### src/rtl/alu_pkg.sv
// alu_pkg: shared op enum, aluop/funct codes and the mult/div FSM states.
// The StDiv state only exists when ALU_MULDIV_DIV_EN is defined.
package alu_pkg;

  // aluop codes from the main decoder
  localparam logic [1:0] AluopAdd   = 2'b00;
  localparam logic [1:0] AluopSub   = 2'b01;
  localparam logic [1:0] AluopRtype = 2'b10;
  localparam logic [1:0] AluopSlt   = 2'b11;

  // R-type function field codes
  localparam logic [5:0] FnAdd  = 6'b100000;
  localparam logic [5:0] FnAddu = 6'b100001;
  localparam logic [5:0] FnSub  = 6'b100010;
  localparam logic [5:0] FnSubu = 6'b100011;
  localparam logic [5:0] FnAnd  = 6'b100100;
  localparam logic [5:0] FnOr   = 6'b100101;
  localparam logic [5:0] FnXor  = 6'b100110;
  localparam logic [5:0] FnNor  = 6'b100111;
  localparam logic [5:0] FnSlt  = 6'b101010;
  localparam logic [5:0] FnSltu = 6'b101011;
  localparam logic [5:0] FnSllv = 6'b000100;
  localparam logic [5:0] FnSrlv = 6'b000110;
  localparam logic [5:0] FnSrav = 6'b000111;
  localparam logic [5:0] FnMfhi = 6'b010000;
  localparam logic [5:0] FnMflo = 6'b010010;
  localparam logic [5:0] FnMult = 6'b011000;
  localparam logic [5:0] FnMulu = 6'b011001;
  localparam logic [5:0] FnDiv  = 6'b011010;
  localparam logic [5:0] FnDivu = 6'b011011;

  typedef enum logic [4:0] {
    OpAdd, OpSub, OpAnd, OpOr, OpXor, OpNor, OpSlt, OpSltu, OpSllv, OpSrlv, OpSrav,
    OpMfhi, OpMflo, OpMul, OpMulu, OpDiv, OpDivu, OpIll
  } alu_op_e;

`ifdef ALU_MULDIV_DIV_EN
  typedef enum logic [1:0] {StIdle, StMul, StDiv, StFin} muldiv_state_e;
`else
  typedef enum logic [1:0] {StIdle, StMul, StFin} muldiv_state_e;
`endif

endpackage

### src/rtl/muldiv_seq.sv
// muldiv_seq: 1 bit/cycle shift-add multiplier and restoring divider on operand magnitudes.
// done is combinational in the final busy cycle; hi/lo then hold the sign-corrected result.
// Divider datapath is only built when ALU_MULDIV_DIV_EN is defined.
module muldiv_seq #(
  parameter int unsigned WIDTH = 32
) (
  input  logic             clk,
  input  logic             reset,
  input  logic             start,
  input  logic             is_signed,
  input  logic             is_div,
  input  logic [WIDTH-1:0] a,
  input  logic [WIDTH-1:0] b,
  output logic             done,
  output logic [WIDTH-1:0] hi,
  output logic [WIDTH-1:0] lo
);
  localparam int unsigned CW = $clog2(WIDTH) + 1;

  logic                   busy_q;
  logic [CW-1:0]          cnt_q;
  logic [2*WIDTH-1:0]     acc_q;
  logic [2*WIDTH-1:0]     step_nxt;
  logic [2*WIDTH-1:0]     prod;
  logic [WIDTH-1:0]       opb_q;
  logic                   neg_q;
  logic                   rneg_q;
  logic [WIDTH-1:0]       mag_a;
  logic [WIDTH-1:0]       mag_b;
  logic [WIDTH:0]         mul_sum;

  assign mag_a = (is_signed && a[WIDTH-1]) ? -a : a;
  assign mag_b = (is_signed && b[WIDTH-1]) ? -b : b;

`ifdef ALU_MULDIV_DIV_EN
  logic             div_q;
  logic             div0_q;
  logic [WIDTH-1:0] a_q;
  logic [WIDTH:0]   rem_sh;
  logic [WIDTH:0]   rem_sub;
  logic             div_ge;
  logic [WIDTH-1:0] quo;
  logic [WIDTH-1:0] rem;
`else
  logic unused_is_div;
  assign unused_is_div = is_div;
`endif

  // One iteration: acc holds {partial, multiplier} or {remainder, dividend/quotient}
  always_comb begin
    mul_sum  = {1'b0, acc_q[2*WIDTH-1:WIDTH]} + (acc_q[0] ? {1'b0, opb_q} : '0);
    step_nxt = {mul_sum, acc_q[WIDTH-1:1]};
`ifdef ALU_MULDIV_DIV_EN
    rem_sh  = acc_q[2*WIDTH-1:WIDTH-1];
    rem_sub = rem_sh - {1'b0, opb_q};
    div_ge  = rem_sh >= {1'b0, opb_q};
    if (div_q) begin
      step_nxt = {(div_ge ? rem_sub[WIDTH-1:0] : rem_sh[WIDTH-1:0]), acc_q[WIDTH-2:0], div_ge};
    end
`endif
  end

  // Final-cycle result with sign correction
  always_comb begin
    prod = neg_q ? -step_nxt : step_nxt;
    hi   = prod[2*WIDTH-1:WIDTH];
    lo   = prod[WIDTH-1:0];
`ifdef ALU_MULDIV_DIV_EN
    quo  = step_nxt[WIDTH-1:0];
    rem  = step_nxt[2*WIDTH-1:WIDTH];
    if (div_q) begin
      // quotient sign from a^b, remainder sign follows the dividend
      lo = neg_q ? -quo : quo;
      hi = rneg_q ? -rem : rem;
      if (div0_q) begin
        lo = '1;
        hi = a_q;
      end
    end
    done = busy_q && ((cnt_q == CW'(1)) || div0_q);
`else
    done = busy_q && (cnt_q == CW'(1));
`endif
  end

  // Operand capture on start, then one iteration per cycle until done
  always_ff @(posedge clk or posedge reset) begin
    if (reset) begin
      busy_q <= 1'b0;
      cnt_q  <= '0;
      acc_q  <= '0;
      opb_q  <= '0;
      neg_q  <= 1'b0;
      rneg_q <= 1'b0;
`ifdef ALU_MULDIV_DIV_EN
      div_q  <= 1'b0;
      div0_q <= 1'b0;
      a_q    <= '0;
`endif
    end else if (start) begin
      busy_q <= 1'b1;
      cnt_q  <= CW'(WIDTH);
      acc_q  <= {{WIDTH{1'b0}}, mag_a};
      opb_q  <= mag_b;
      neg_q  <= is_signed && (a[WIDTH-1] ^ b[WIDTH-1]);
      rneg_q <= is_signed && a[WIDTH-1];
`ifdef ALU_MULDIV_DIV_EN
      div_q  <= is_div;
      div0_q <= is_div && (b == '0);
      a_q    <= a;
`endif
    end else if (busy_q) begin
      acc_q <= step_nxt;
      cnt_q <= cnt_q - CW'(1);
      if (done) busy_q <= 1'b0;
    end
  end

endmodule

### src/rtl/alu_muldiv_ctrl.sv
// alu_muldiv_ctrl: EX-stage ALU with registered result plus iterative mult/div into HI/LO.
// Define ALU_MULDIV_DIV_EN to build div/divu; otherwise those functs decode as illegal.
module alu_muldiv_ctrl
  import alu_pkg::*;
#(
  parameter int unsigned WIDTH = 32
) (
  input  logic             clk,
  input  logic             reset,
  input  logic             valid_i,
  output logic             ready_o,
  input  logic [1:0]       aluop,
  input  logic [5:0]       funct,
  input  logic [WIDTH-1:0] a,
  input  logic [WIDTH-1:0] b,
  output logic             valid_o,
  output logic [WIDTH-1:0] result,
  output logic             zero,
  output logic             illegal,
  output logic             done_o
);
  localparam int unsigned SHW = $clog2(WIDTH);

  muldiv_state_e    state_q, state_d;
  alu_op_e          op_dec;
  logic             accept;
  logic             is_muldiv;
  logic [WIDTH-1:0] alu_res;
  logic [WIDTH-1:0] hi_q, lo_q;
  logic             valid_q, zero_q, illegal_q;
  logic [WIDTH-1:0] result_q;
  logic             seq_start, seq_done, hilo_we;
  logic [WIDTH-1:0] seq_hi, seq_lo;

  function automatic alu_op_e decode(input logic [1:0] op, input logic [5:0] fn);
    alu_op_e d;
    d = OpIll;
    case (op)
      AluopAdd: d = OpAdd;
      AluopSub: d = OpSub;
      AluopSlt: d = OpSlt;
      default: begin
        case (fn)
          FnAdd, FnAddu: d = OpAdd;
          FnSub, FnSubu: d = OpSub;
          FnAnd:  d = OpAnd;
          FnOr:   d = OpOr;
          FnXor:  d = OpXor;
          FnNor:  d = OpNor;
          FnSlt:  d = OpSlt;
          FnSltu: d = OpSltu;
          FnSllv: d = OpSllv;
          FnSrlv: d = OpSrlv;
          FnSrav: d = OpSrav;
          FnMfhi: d = OpMfhi;
          FnMflo: d = OpMflo;
          FnMult: d = OpMul;
          FnMulu: d = OpMulu;
`ifdef ALU_MULDIV_DIV_EN
          FnDiv:  d = OpDiv;
          FnDivu: d = OpDivu;
`endif
          default: d = OpIll;
        endcase
      end
    endcase
    return d;
  endfunction

  assign op_dec    = decode(aluop, funct);
  assign ready_o   = (state_q == StIdle) || (state_q == StFin);
  assign done_o    = (state_q == StFin);
  assign accept    = valid_i && ready_o;
  assign is_muldiv = (op_dec == OpMul) || (op_dec == OpMulu) ||
                     (op_dec == OpDiv) || (op_dec == OpDivu);

  // Single-cycle ALU datapath; illegal ops fall through to zero
  always_comb begin
    alu_res = '0;
    case (op_dec)
      OpAdd:  alu_res = a + b;
      OpSub:  alu_res = a - b;
      OpAnd:  alu_res = a & b;
      OpOr:   alu_res = a | b;
      OpXor:  alu_res = a ^ b;
      OpNor:  alu_res = ~(a | b);
      OpSlt:  alu_res = {{(WIDTH-1){1'b0}}, $signed(a) < $signed(b)};
      OpSltu: alu_res = {{(WIDTH-1){1'b0}}, a < b};
      OpSllv: alu_res = b << a[SHW-1:0];
      OpSrlv: alu_res = b >> a[SHW-1:0];
      OpSrav: alu_res = $unsigned($signed(b) >>> a[SHW-1:0]);
      OpMfhi: alu_res = hi_q;
      OpMflo: alu_res = lo_q;
      default: alu_res = '0;
    endcase
  end

  // Registered single-cycle result; mult/div never produce a valid_o pulse
  always_ff @(posedge clk or posedge reset) begin
    if (reset) begin
      valid_q   <= 1'b0;
      result_q  <= '0;
      zero_q    <= 1'b0;
      illegal_q <= 1'b0;
    end else begin
      valid_q   <= accept && !is_muldiv;
      illegal_q <= accept && (op_dec == OpIll);
      if (accept && !is_muldiv) begin
        result_q <= alu_res;
        zero_q   <= (alu_res == '0);
      end
    end
  end

  assign valid_o = valid_q;
  assign result  = result_q;
  assign zero    = zero_q;
  assign illegal = illegal_q;

  // Mult/div FSM state register
  always_ff @(posedge clk or posedge reset) begin
    if (reset) state_q <= StIdle;
    else       state_q <= state_d;
  end

  // Mult/div FSM next state; FIN accepts new work like IDLE
  always_comb begin
    state_d   = state_q;
    seq_start = 1'b0;
    hilo_we   = 1'b0;
    case (state_q)
      StIdle, StFin: begin
        state_d = StIdle;
        if (accept && ((op_dec == OpMul) || (op_dec == OpMulu))) begin
          state_d   = StMul;
          seq_start = 1'b1;
        end
`ifdef ALU_MULDIV_DIV_EN
        if (accept && ((op_dec == OpDiv) || (op_dec == OpDivu))) begin
          state_d   = StDiv;
          seq_start = 1'b1;
        end
`endif
      end
`ifdef ALU_MULDIV_DIV_EN
      StMul, StDiv: begin
`else
      StMul: begin
`endif
        if (seq_done) begin
          state_d = StFin;
          hilo_we = 1'b1;
        end
      end
      default: state_d = StIdle;
    endcase
  end

  // HI/LO are written as the engine finishes, so FIN already sees them
  always_ff @(posedge clk or posedge reset) begin
    if (reset) begin
      hi_q <= '0;
      lo_q <= '0;
    end else if (hilo_we) begin
      hi_q <= seq_hi;
      lo_q <= seq_lo;
    end
  end

  muldiv_seq #(
    .WIDTH(WIDTH)
  ) u_muldiv_seq (
    .clk       (clk),
    .reset     (reset),
    .start     (seq_start),
    .is_signed ((op_dec == OpMul) || (op_dec == OpDiv)),
    .is_div    ((op_dec == OpDiv) || (op_dec == OpDivu)),
    .a         (a),
    .b         (b),
    .done      (seq_done),
    .hi        (seq_hi),
    .lo        (seq_lo)
  );

endmodule

### config.mk
export PLATFORM = sky130hd
export DESIGN_NAME = alu_muldiv_ctrl
export DESIGN_NICKNAME = d
export VERILOG_FILES = /design/src/rtl/alu_pkg.sv /design/src/rtl/muldiv_seq.sv /design/src/rtl/alu_muldiv_ctrl.sv
export SDC_FILE = /design/constraint.sdc
export NUM_CORES = 1
export LEC_CHECK = 0
export BUFFER_PORTS_ARGS = -buffer_cell sky130_fd_sc_hd__buf_2
export CAP_MARGIN = 40
export CELL_PAD_IN_SITES_DETAIL_PLACEMENT = 0
export CELL_PAD_IN_SITES_GLOBAL_PLACEMENT = 1
export CORE_ASPECT_RATIO = 1.75
export CORE_UTILIZATION = 23
export DETAILED_ROUTE_END_ITERATION = 8
export PLACE_DENSITY = 0.51
export RECOVER_POWER = 50
export SLEW_MARGIN = 20
export SYNTH_ARGS = -nofsm -noshare
export SYNTH_HDL_FRONTEND = slang
export SYNTH_SLANG_ARGS = --single-unit
export TNS_END_PERCENT = 100
### constraint.sdc
create_clock -name clk -period 7.1 [get_ports clk]
set_input_delay 0.71 -clock clk [delete_from_list [all_inputs] [get_ports clk]]
set_output_delay 0.71 -clock clk [all_outputs]
set_load 0.05 [all_outputs]
=== Yosys cells after proc, flatten, opt, wreduce, memory -nomap -nowiden ===
Memory sizes are Yosys's and may differ from the RTL's.
Index checks and enable logic that the tools add are counted.

* Memories: 1
* Flip-flop bits (word level): 205
* ROM bits: 320
* Bits of input ports: 75

{| class="wikitable"
|+ Memories
! memory !! depth !! bits a word !! rd ports !! clocked after memory_dff !! wr ports !! line !! RTL
|-
| (name not given) || 64 || 5 || 1 || 0 || 0 || alu_muldiv_ctrl.sv:43 || <nowiki>case (fn)</nowiki>
|}

* Add/sub/neg operators: 7
* Shifts and indexed selects: 3
* Magnitude comparators: 2
* Equality and inequality tests: 23
* Reduce and logical (&&, ||, !) cells: 20
* Bitwise gates (word level): 5
* Multiplexer cells: 20

{| class="wikitable"
|+ Operators with widths
! cell !! number
|-
| $pmux 32 s13 || 1
|-
| $mux 64 || 3
|-
| $mux 32 || 3
|-
| $lt 32x32->1 || 2
|-
| $neg 32->32 || 2
|-
| $neg 64->64 || 1
|-
| $eq 5x4->1 const B || 8
|-
| $add 32x33->33 || 1
|-
| $add 32x32->32 || 1
|-
| $and 32x32->32 || 1
|-
| $logic_not 32->1 || 1
|-
| $not 32->32 || 1
|-
| $or 32x32->32 || 1
|-
| $shl 32x5->32 || 1
|-
| $shr 32x5->32 || 1
|-
| $sshr 32x5->32 || 1
|-
| $sub 32x32->32 || 1
|-
| $xor 32x32->32 || 1
|-
| $eq 5x3->1 const B || 4
|-
| $pmux 5 s3 || 1
|-
| $mux 6 || 2
|-
| $eq 5x2->1 const B || 2
|-
| $eq 5x5->1 const B || 2
|-
| $logic_and 1x1->1 || 8
|-
| other kinds (16) || 30
|}

=== Depth between registers and ports, before layout ===
* Depth in word-level cells: 8
* Depth in mapped cells: 18

=== Cells and area by module ===
A second synthesis with hierarchy kept.

* Cells, all modules: 3113
* Area, all modules: 23580.1 µm²

{| class="wikitable"
|+ By module, submodules not included
! module !! cells an instance !! area each (µm²) !! times used
|-
| alu_muldiv_ctrl || 1958 || 14363.8 || 1
|-
| muldiv_seq || 1155 || 9216.3 || 1
|}

=== Worst setup path after synthesis ===
Ideal clock, no wire load.

* Kind: input port to flip-flop
* From: in a[4]
* To: reg zero_q, in the netlist zero
* Data arrival time: 5.015 ns
* Stages on the path: 17
* Setup slack: 2.009 ns
* Setup time: 0.076 ns
* Cell sequence: clkbuf_1 > inv_1 > clkbuf_1 > clkbuf_1 > clkbuf_1 > ha_1 > or4_4 > and4b_4 > o31a_1 > o311ai_4 > a21oi_2 > o2111a_1 > a2111oi_4 > xnor2_1 > a2111oi_2 > nand4_1 > o21ai_1

* Longest elaborated chain between the ends: 4

{| class="wikitable"
|+ Ends and longest elaborated chain
! item !! line !! RTL
|-
| start: declaration || alu_muldiv_ctrl.sv:14 || <nowiki>input logic [WIDTH-1:0] a,</nowiki>
|-
| parallel branches: the longest is 2 deep, another holds $sub 32x32->32 || - ||
|-
| $pmux 32 s13 (*) || alu_muldiv_ctrl.sv:80 || <nowiki>case (op_dec)</nowiki>
|-
| $logic_not 32->1 (*) || alu_muldiv_ctrl.sv:110 || <nowiki>zero_q <= (alu_res == '0);</nowiki>
|-
| end signal: assignment || alu_muldiv_ctrl.sv:110 ||
|-
| end: declaration || alu_muldiv_ctrl.sv:30 || <nowiki>logic valid_q, zero_q, illegal_q;</nowiki>
|}

Every way passes the cells marked *.
A chain may end at the register's enable or synchronous reset.

=== Worst setup path after layout ===
* From: in a[2]
* To: reg zero_q, in the netlist zero

Same word-level chain as after synthesis.

==> impl_metrics.toml <==
[timing]
rsz0062_at_grt = "false"
slew_violations = 206
final.setup_skew_ps = 42.0
setup_viol = 0
tns_ps = 0
timing.fmax_mhz = 179
tightest_slew_ps = 3090
whs_ps = 474
finalCriticalPeriod_ps = 5580
timing.final.hold_violations = 0
relSlewSlack_pct = -106
period_share_pct = 78.6

[detailed_routing]
drt-pass1-iter-count = 6
ant_nets = 0
drt_iter0_drc = 1928
wl_mm = 129
vias_per_cell = 5.54
drc = 0
via_count = 23600
wire_per_inst_um = 30.2

[synthesis]
ys_seq_area_share_pct = 22.4
synth_cells = 2922
synth_fp_nets = 3144
synth-warning-count = 0
ys_types = 99
yosysTopAreaCellShare_pct = 22.4
synth_edf_count = 0
syn_area_um2 = 22900
synth-async-reset-ratio_pct = 100
yosys.area.top_type = "dfrtp_1"
yosys_register_bits = 205
synth_area_per_cell_um2 = 7.83
synthTopCellsByArea = "dfrtp_1, ha_1, o21ai_0"
synth_flop_cell = "dfrtp_1"

[pwr]
p_per_area_nw_per_um2 = 242
pwr-share-comb_pct = 46.2
netSwitchingFraction_pct = 48.2
p_leak_nw = 10.8
power_switching_mw = 3.00
clkPwrFrac_pct = 22.0
seqPwrFrac_pct = 31.8
power_mw = 6.23
vdd_ir_drop_max_mv = 0.178
p_int_mw = 3.23

[die]
die_h_um = 419
dieArea_um2 = 101000
start_util_pct = 23.3
rows = 152
die_w_um = 240
io_pins = 112
core_um2 = 98300

[outcome]
violations = "max-capacitance violations, max-slew violations"
status = "finished, violations left"

[clocking]
clk_pin_slew_ps = 70
cts_tree = "yes"
clock_sinks = 205
clock_latency_ps = 620
cts-htree-levels = 1
cts_hold_buffers = 0
cts.repair.resized = 0
cts_buffer_depth = 3
cts-buffers-inserted = 25
postCtsSetupBuffers = 0
root_buffer = "clkbuf_16"

[setup_path]
worstSetupPathType = "input port to flop"
worstPathRequired_ps = 7640
cp-end-kind = "flop"
worstSetupStartpointType = "input port"
worstPathMaxFanout = 52
cp.arrival_ps = 6110

[placement]
place.gp.congestion = 1.01
dp_cells = 4207
place_area_um2 = 24900
dpl.hpwl_mm = 103
numPortBuffers = 111

[finish]
final_nets = 3150
final_area_um2 = 25800
synthToLayoutAreaGrowth_pct = 12.5
layoutNonFillerInstCount = 4256
drive_gt1_share_pct = 12.1

[global_routing]
grt_pass1_wl_mm = 181
grt_pass1_vias = 24000
grt_max_degree = 72
overflow = 0
antenna_found_initial = 8
track_usage_pct = 25.3

[flow_run]
maxCapViolCount = 4

[hold_path]
hold_path.class = "flop to flop"
-- worst paths after layout --
path / start / endpoint / slack (ps) / depth (start not counted)
setup / recovery: a[2] / zero / 1520 / 14
hold / removal: u_muldiv_seq.opb_q[31] / u_muldiv_seq.opb_q[31] / 470 / 2
setup reg to reg: u_muldiv_seq.acc_q[0] / hi_q[31] / 2040 / 15
hold reg to reg: u_muldiv_seq.opb_q[31] / u_muldiv_seq.opb_q[31] / 470 / 2
max in group asynchronous: reset / u_muldiv_seq.neg_q / 1720 / 4
min in group asynchronous: reset / lo_q[8] / 930 / 2
-- power groups by stage --
stage | logic, mW | registers (mW) | clock network [mW]
2_1_floorplan | 1.71 | 2.04 | 0
3_3_place_gp | 2.86 | 1.99 | 0
3_5_place_dp | 2.87 | 2.00 | 0
4_1_cts | 2.88 | 1.98 | 1.41
5_1_grt | 3.10 | 2.02 | 1.45
6_report | 2.88 | 1.98 | 1.37
-- layout by cell type, fill, tap and decap left out, types with 41 or more instances in the layout --
| cell type | n |
|---|---|
| xor2_1 | 70 |
| buf_4 | 72 |
| o21ai_0 | 276 |
| mux2i_1 | 116 |
| inv_1 | 112 |
| a21oi_1 | 178 |
| nor3_1 | 67 |
| xnor2_1 | 111 |
| buf_2 | 91 |
| mux4_2 | 52 |
| dfrtp_1 | 203 |
| nand2_1 | 354 |
| and2_1 | 41 |
| ha_1 | 144 |
| nand3_1 | 58 |
| nor2_1 | 239 |
-- synthesized netlist by cell type (all sizes together), types with 10 or more instances --
cell,instances
nand2,354
o21ai,278
nor2,241
dfrtp,205
a21oi,180
clkbuf,166
ha,144
mux2i,116
inv,114
xnor2,111
nor3,72
xor2,70
nand3,59
mux4,52
buf,45
and2,41
nor4,38
or3,36
mux2,35
nand4,34
o211ai,34
a211oi,33
o31ai,32
a21o,30
nand2b,30
a22oi,28
nor2b,24
a31oi,20
a221oi,18
and3,18
o22ai,18
o41ai,18
o21bai,16
a211o,14
or4,14
a221o,12
o221ai,12
a22o,10
a31o,10
o21a,10
-- logic make-up after synthesis --
logic type	count (synthesis)	share of synthesized area [%]
simple gates	996	20.6
compound gates	860	24.4
buf+inv	330	5.59
flops	205	22.4
mux	203	11.9
xor+xnor	181	6.93
fa+ha+maj	147	8.13
-- metal layers --
metal / share of wire, % / wire length, um / GRT usage [%]
met1: 36 / 45700 / 26.2
met2: 50 / 64600 / 45.1
met3: 4.4 / 5700 / 3.11
met4: 9.8 / 12700 / 20.9
met5: 0.021 / 27 / 0
-- stage by stage --
stage                     util (%)  setup WS, ps
final                         26.2          1520
after floorplan                  -           794
after CTS                     26.2          1470
after global placement        25.3           846
after global routing          26.2           782
after detailed placement      25.4           836
-- state kept, by name, indices dropped and copies added (netlist names) --
name and cells:
state_q 2, valid_o 1, lo_q 32, u_muldiv_seq.opb_q 32, u_muldiv_seq.busy_q 1, zero 1
u_muldiv_seq.cnt_q 6, u_muldiv_seq.neg_q 1, illegal 1, u_muldiv_seq.acc_q 64, result 32, hi_q 32
-- critical path, cell delays in order --
cell and delay [ps]:
buf_4 380, buf_4 640, mux4_2 600, mux2i_1 390
nor2_1 110, a21oi_1 280, a21oi_1 120, a21oi_1 310
o2111ai_1 210, nor4bb_1 690, nand4_1 330, nor4_1 770
nand4_1 300, o21ai_1 200
-- cell type report --
class                      instances  area, um^2
fill                           10800       72600
multi-input combinational       2387       16600
sequential                       205        5130
tap                             1309        1640
timing repair buffer             190        1150
clock buffer                      35         733
inverter                         119         448
clock inverter                    10        96.3
antenna                            1        2.50
Power figures use the tool's default switching activity.
